`config.mk`:
```
export PLATFORM = sky130hd
export DESIGN_NAME = gpio_bank_flat
export DESIGN_NICKNAME = d
export VERILOG_FILES = /design/src/rtl/gpio_bank_if.sv /design/src/rtl/gpio_bank.sv /design/src/flat_wrapper.sv
export SDC_FILE = /design/constraint.sdc
export NUM_CORES = 1
export LEC_CHECK = 0
export CAP_MARGIN = 15
export CORE_MARGIN = 5
export CORE_UTILIZATION = 52
export CTS_BUF_LIST = sky130_fd_sc_hd__clkbuf_4 sky130_fd_sc_hd__clkbuf_8 sky130_fd_sc_hd__clkbuf_16
export CTS_CLUSTER_SIZE = 10
export DETAILED_ROUTE_END_ITERATION = 10
export DONT_BUFFER_PORTS = 1
export GPL_TIMING_DRIVEN = 0
export PLACE_DENSITY = 0.7
export SLEW_MARGIN = 20
export SYNTH_ARGS = -nofsm -noshare
export SYNTH_HDL_FRONTEND = slang
export SYNTH_SLANG_ARGS = --single-unit
```
`constraint.sdc`:
```
create_clock -name clk -period 2.1 [get_ports clk]
set_clock_uncertainty 0.1 [all_clocks]
set_input_delay 0.525 -clock clk [delete_from_list [all_inputs] [get_ports clk]]
set_output_delay 0.525 -clock clk [all_outputs]
set_load 0.1 [all_outputs]
```
`src/rtl/gpio_bank_if.sv`:
```
// CPU-side register bus for gpio_bank: select, strobes, index, write data and read data.
// Strobes are single-cycle and only meaningful while sel is high; rdata is combinational.
interface gpio_bank_if;
    logic        sel;
    logic        wr;
    logic        rd;
    logic [2:0]  addr;
    logic [31:0] wdata;
    logic [31:0] rdata;

    modport master (output sel, output wr, output rd, output addr, output wdata, input rdata);
    modport slave  (input sel, input wr, input rd, input addr, input wdata, output rdata);
endinterface

```
`src/rtl/gpio_bank.sv`:
```
// GPIO bank: output latch, output enables, synchronised and debounced inputs,
// and edge-triggered sticky status with a level interrupt.
module gpio_bank #(
    parameter int WIDTH       = 8,
    parameter int DB_CYCLES   = 25000,
    parameter int SYNC_STAGES = 2
) (
    input  logic             clk,
    input  logic             rst,
    gpio_bank_if.slave       bus,
    output logic             irq,
    input  logic [WIDTH-1:0] pin_in,
    output logic [WIDTH-1:0] pin_out,
    output logic [WIDTH-1:0] pin_oe
);
    localparam logic [15:0] TICK_AT = 16'(DB_CYCLES - 1);

    logic [WIDTH-1:0] out_q, out_d;
    logic [WIDTH-1:0] oe_q, oe_d;
    logic [WIDTH-1:0] rise_en_q, rise_en_d;
    logic [WIDTH-1:0] fall_en_q, fall_en_d;
    logic [WIDTH-1:0] status_q, status_d;
    logic [WIDTH-1:0] sync_q [SYNC_STAGES];
    logic [WIDTH-1:0] samp_q, samp_d;
    logic [WIDTH-1:0] deb_q, deb_d;
    logic [WIDTH-1:0] deb_dly_q;
    logic [15:0]      cnt_q, cnt_d;

    logic             we;
    logic             tick;
    logic [WIDTH-1:0] wd;
    logic [WIDTH-1:0] sync;
    logic [WIDTH-1:0] diff;
    logic [WIDTH-1:0] rise;
    logic [WIDTH-1:0] fall;
    logic [WIDTH-1:0] w1c;
    logic [WIDTH-1:0] rd_word;

    assign we   = bus.sel & bus.wr;
    assign wd   = bus.wdata[WIDTH-1:0];
    assign sync = sync_q[SYNC_STAGES-1];
    assign tick = (cnt_q == TICK_AT);
    assign rise = deb_q & ~deb_dly_q;
    assign fall = ~deb_q & deb_dly_q;

    always_comb begin
        out_d     = out_q;
        oe_d      = oe_q;
        rise_en_d = rise_en_q;
        fall_en_d = fall_en_q;
        w1c       = '0;
        if (we) begin
            case (bus.addr)
                3'd0:    out_d     = wd;
                3'd1:    oe_d      = wd;
                3'd2:    out_d     = out_q | wd;
                3'd3:    out_d     = out_q & ~wd;
                3'd4:    rise_en_d = wd;
                3'd5:    fall_en_d = wd;
                3'd6:    w1c       = wd;
                default: ;
            endcase
        end
        // New events are ORed in after the clear so a same-cycle event survives the W1C.
        status_d = (status_q & ~w1c) | (rise & rise_en_q) | (fall & fall_en_q);
    end

    always_comb begin
        cnt_d  = tick ? 16'd0 : cnt_q + 16'd1;
        diff   = sync ^ samp_q;
        samp_d = tick ? sync : samp_q;
        deb_d  = tick ? ((deb_q & diff) | (sync & ~diff)) : deb_q;
    end

    always_ff @(posedge clk) begin
        if (!rst) begin
            out_q     <= '0;
            oe_q      <= '0;
            rise_en_q <= '0;
            fall_en_q <= '0;
            status_q  <= '0;
            samp_q    <= '0;
            deb_q     <= '0;
            deb_dly_q <= '0;
            cnt_q     <= '0;
            for (int i = 0; i < SYNC_STAGES; i++) sync_q[i] <= '0;
        end else begin
            out_q     <= out_d;
            oe_q      <= oe_d;
            rise_en_q <= rise_en_d;
            fall_en_q <= fall_en_d;
            status_q  <= status_d;
            samp_q    <= samp_d;
            deb_q     <= deb_d;
            deb_dly_q <= deb_q;
            cnt_q     <= cnt_d;
            sync_q[0] <= pin_in;
            for (int i = 1; i < SYNC_STAGES; i++) sync_q[i] <= sync_q[i-1];
        end
    end

    always_comb begin
        rd_word = '0;
        case (bus.addr)
            3'd0:    rd_word = deb_q;
            3'd1:    rd_word = oe_q;
            3'd2:    rd_word = out_q;
            3'd3:    rd_word = out_q;
            3'd4:    rd_word = rise_en_q;
            3'd5:    rd_word = fall_en_q;
            3'd6:    rd_word = status_q;
            default: rd_word = '0;
        endcase
        bus.rdata = '0;
        if (bus.sel) bus.rdata[WIDTH-1:0] = rd_word;
    end

    assign irq     = |status_q;
    assign pin_out = out_q;
    assign pin_oe  = oe_q;
endmodule

```
`src/flat_wrapper.sv`:
```
// flat-port wrapper written by rule: the top's interface ports become plain ports
module gpio_bank_flat 
#(
    parameter int WIDTH       = 8,
    parameter int DB_CYCLES   = 25000,
    parameter int SYNC_STAGES = 2
)
  (clk, rst, irq, pin_in, pin_out, pin_oe, bus_sel, bus_wr, bus_rd, bus_addr, bus_wdata, bus_rdata);
  gpio_bank_if bus_i ();
  input  logic clk;
  input  logic rst;
  output logic irq;
  input  logic [WIDTH-1:0] pin_in;
  output logic [WIDTH-1:0] pin_out;
  output logic [WIDTH-1:0] pin_oe;
  input wire logic [$bits(bus_i.sel)-1:0] bus_sel;
  input wire logic [$bits(bus_i.wr)-1:0] bus_wr;
  input wire logic [$bits(bus_i.rd)-1:0] bus_rd;
  input wire logic [$bits(bus_i.addr)-1:0] bus_addr;
  input wire logic [$bits(bus_i.wdata)-1:0] bus_wdata;
  output wire logic [$bits(bus_i.rdata)-1:0] bus_rdata;
  assign bus_i.sel = bus_sel;
  assign bus_i.wr = bus_wr;
  assign bus_i.rd = bus_rd;
  assign bus_i.addr = bus_addr;
  assign bus_i.wdata = bus_wdata;
  assign bus_rdata = bus_i.rdata;
  gpio_bank #(.WIDTH(WIDTH), .DB_CYCLES(DB_CYCLES), .SYNC_STAGES(SYNC_STAGES)) u_core (.clk(clk), .rst(rst), .bus(bus_i), .irq(irq), .pin_in(pin_in), .pin_out(pin_out), .pin_oe(pin_oe));
endmodule
```
==> flow_summary.yaml <==
timing:
  clock.fmax_mhz: 360.4
  final_setup_margin_ns: -0.6748
  unrepaired_setup_endpoints_after_global_routing: "yes"
  worstMarginPinSlew_ns: 1.076
  finalSetupTns_ns: -5.278
  layout_min_cycle_time_ns: 2.775
  finalHoldViolCount: 0
  slew_headroom_pct: 28.00
  timing.final.crit_share_pct: 132.1
  setup_violations_final: 8
  maxSlewViolCount: 0
floorplan:
  die_y_microns: 101.3
  design.core.area_sq_um: 8175
  number_of_cell_rows: 33
  start_util_pct: 53.06
  ios: 97
  die-area_sq_um: 10270
  die_w_microns: 101.3
grt:
  globalRouteTotalUtil_pct: 19.91
  met2_usage_pct: 32.60
  global_route.usage.met3_pct: 5.028
  grt_most_used_layer: "met2"
  grt_antenna_before_repair: 0
  grt_max_degree: 16
  first_global_vias: 3175
  globalRoute.totalOverflow: 0
  grt_first_pass_wirelength_mm: 16.05
  grt.met1_usage_pct: 25.84
placed_design:
  post-place-cells: 600
  gp_routability_congestion: 0.8830
  port_buffers: 0
  dp_worst_setup_slack_ns: -0.5222
  placedInstanceArea_sq_um: 4817
  dpl.hpwl_mm: 7.155
clocking:
  clock_latency_ns: 0.35
  tritoncts: "yes"
  cts_buffer_depth: 2
  clock-root-buffer: "clkbuf_8"
  cts-buffers-inserted: 9
  clock_tree.htree_level_count: 3
  worst_setup_hold_path_clk_slew_ns: 0.09
  numClockSinks: 96
route:
  drt_iter0_markers: 103
  drc: 0
  via_count: 3249
  antenna_violating_nets_post_route: 0
  drt-pass1-iter-count: 4
  vias_per_cell: 5.257
  drt-total-wl_mm: 9.491
  route.detailed.wl_per_inst_microns: 15.36
worst_setup_path:
  cp_data_arrival_time_ns: 2.15
  crit_path_max_fanout: 3
  r2r.worst_path.cells: 7
  end_kind: "primary output"
  regToRegSetupSlack_ns: 0.09
  reg2reg_from: "u_core.cnt_q[10]$_SDFF_PP0_"
  timing.setup.critical_path_class: "register to primary output"
  critical_path_required_ns: 1.47
  timing.critical_path.from_type: "register"
synthesis:
  count_of_flip_flops_with_a_built_in_enable_after_synthesis: 0
  syn_area_sq_um: 4338
  yosys.cell_count.top_type: "dfxtp_1"
  synth.lib_cells_used.distinct: 36
  ys_seq_area_share_pct: 44.30
  ys_top_cells_by_area: "dfxtp_1 44%, a21boi_0 5.5%, buf_4 4.5%, mux4_2 4.2%, nand2_1 4.1%"
  synth_area_per_cell_sq_um: 9.190
  yosysWarningCount: 0
  synth_top_cell_by_area: "dfxtp_1"
  synth.top_cells.by_count: "96 x dfxtp_1, 47 x nand2_1, 38 x nor2_1"
  synth-async-reset-ratio_pct: 0
  postSynthCellCount: 472
  post-synth-top-area-fraction_pct: 44.30
  ys_seq_elements: 96
  ys_dominant_reg_cell: "dfxtp_1"
power_and_ir_drop:
  cellPowerDensity_nw_per_um2: 674.8
  worst_voltage_drop_across_the_vdd_grid_mv: 0.5357
  cellLeakagePower_nw: 1.794
  fin_total_pwr_mw: 3.430
hold_path:
  worstHoldEndpoint: "u_core.sync_q[0][6]$_SDFF_PN0_"
  hold_class: "input pin to register"
  hold_start: "pin_in[6]"
  hold-path-cell-count: 1
layout:
  fin_cells: 618
  postLayoutCellArea_sq_um: 5082
  diodes: 0
  drive_gt1_share_pct: 22.22
  area_growth_from_synthesis_to_layout_pct: 17.16
  nFillCells: 693
  final_net_count: 558
flow_run:
  drv.max_cap_violation_count: 0
run_status:
  status: "finished, violations left"
  failed_checks: "setup timing"
layer usage:
layer / vias up / wire, microns
met3: 14 / 660
met2: 90 / 4409
li1: 1651 / -
met4: 0 / 173
met5: - / 0
met1: 1494 / 4247
report_power, final:
group          switching, mW  total (mW)  leakage, nW  internal, mW
sequential            0.0542        1.88        0.791          1.83
combinational          0.358       0.474        0.914         0.116
clock                  0.616        1.07       0.0883         0.454
per-stage QoR:
| step | utilization (%) | hold WS, ns |
|---|---|---|
| 2_1_floorplan | - | 0.3119 |
| 3_3_place_gp | 58.92 | 0.3145 |
| 3_5_place_dp | 58.92 | 0.3188 |
| 4_1_cts | 61.86 | 0.1743 |
| 5_1_grt | 62.17 | 0.1608 |
| 6_report | 62.17 | 0.1904 |
logic make-up (layout without fill, tap and decap cells):
| logic type | count (synthesis) | after routing | synth area share (%) |
|---|---|---|---|
| adder cells (fa/ha/maj) | 1 | 1 | 0.2884 |
| buffers and inverters | 60 | 78 | 8.220 |
| flip-flops | 96 | 96 | 44.30 |
| other | 1 | 24 | 0.08645 |
| XOR/XNOR | 14 | 14 | 2.827 |
| AND/OR/NAND/NOR | 172 | 172 | 20.45 |
| multiplexers | 24 | 24 | 7.845 |
| AO/OA/AOI/OAI | 104 | 104 | 15.98 |
critical path, cell delays in order (launching register included):
cell and delay [ns]:
dfxtp_4 0.56, mux4_2 0.35, nor2_2 0.06, a211oi_4 0.84
state kept, by name, summed over array words and instances, names as in the netlist, named ones only:
signal and cells:
u_core.cnt_q 16, u_core.pin_oe 8, u_core.deb_dly_q 8, u_core.status_q 8, u_core.samp_q 8, u_core.pin_out 8
u_core.rise_en_q 8, u_core.sync_q 16, u_core.fall_en_q 8
repair_timing:
action,in CTS,in global routing
cloned,0,1
endpoints found under the setup margin,36,30
hold buffers,0,0
pin swaps,10,9
resized for setup,23,4
buffers inserted,1,1
area by class of cell:
class,count,area (sq um),area share (%)
multi-input cells,339,2355,46.33
plain buffers,49,382.9,7.533
well taps,105,131.4,2.585
flip-flops and latches,96,1983,39.02
clock inverters,5,31.28,0.6155
repair buffers,3,20.02,0.3939
inverters,11,41.29,0.8124
clock buffers,10,137.6,2.708
layout by cell type (no fill, tap or decap), drive strengths merged, types with 16 or more instances in the layout:
cell type,count
a21boi,32
nor2b,25
clkbuf,27
dfxtp,96
conb,24
o211ai,16
mux2i,16
o21ai,30
nand2,47
nor2,38
buf,35
and2,16
how the worst max path moves through the flow:
stage | startpoint | end | slack [ns] | depth (start not counted)
5_1_grt | u_core.pin_oe[1]$_SDFFE_PN0P_ | bus_rdata[1] | -0.74 | 3
4_1_cts | u_core.pin_oe[3]$_SDFFE_PN0P_ | bus_rdata[3] | -0.74 | 3
3_5_place_dp | bus_addr[0] | bus_rdata[3] | -0.52 | 4
3_3_place_gp | bus_addr[0] | bus_rdata[1] | -0.52 | 4
2_1_floorplan | bus_addr[2] | bus_rdata[0] | -0.44 | 5
6_report | u_core.pin_oe[1]$_SDFFE_PN0P_ | bus_rdata[1] | -0.67 | 3
No activity file was read; power rests on OpenSTA's default activity.
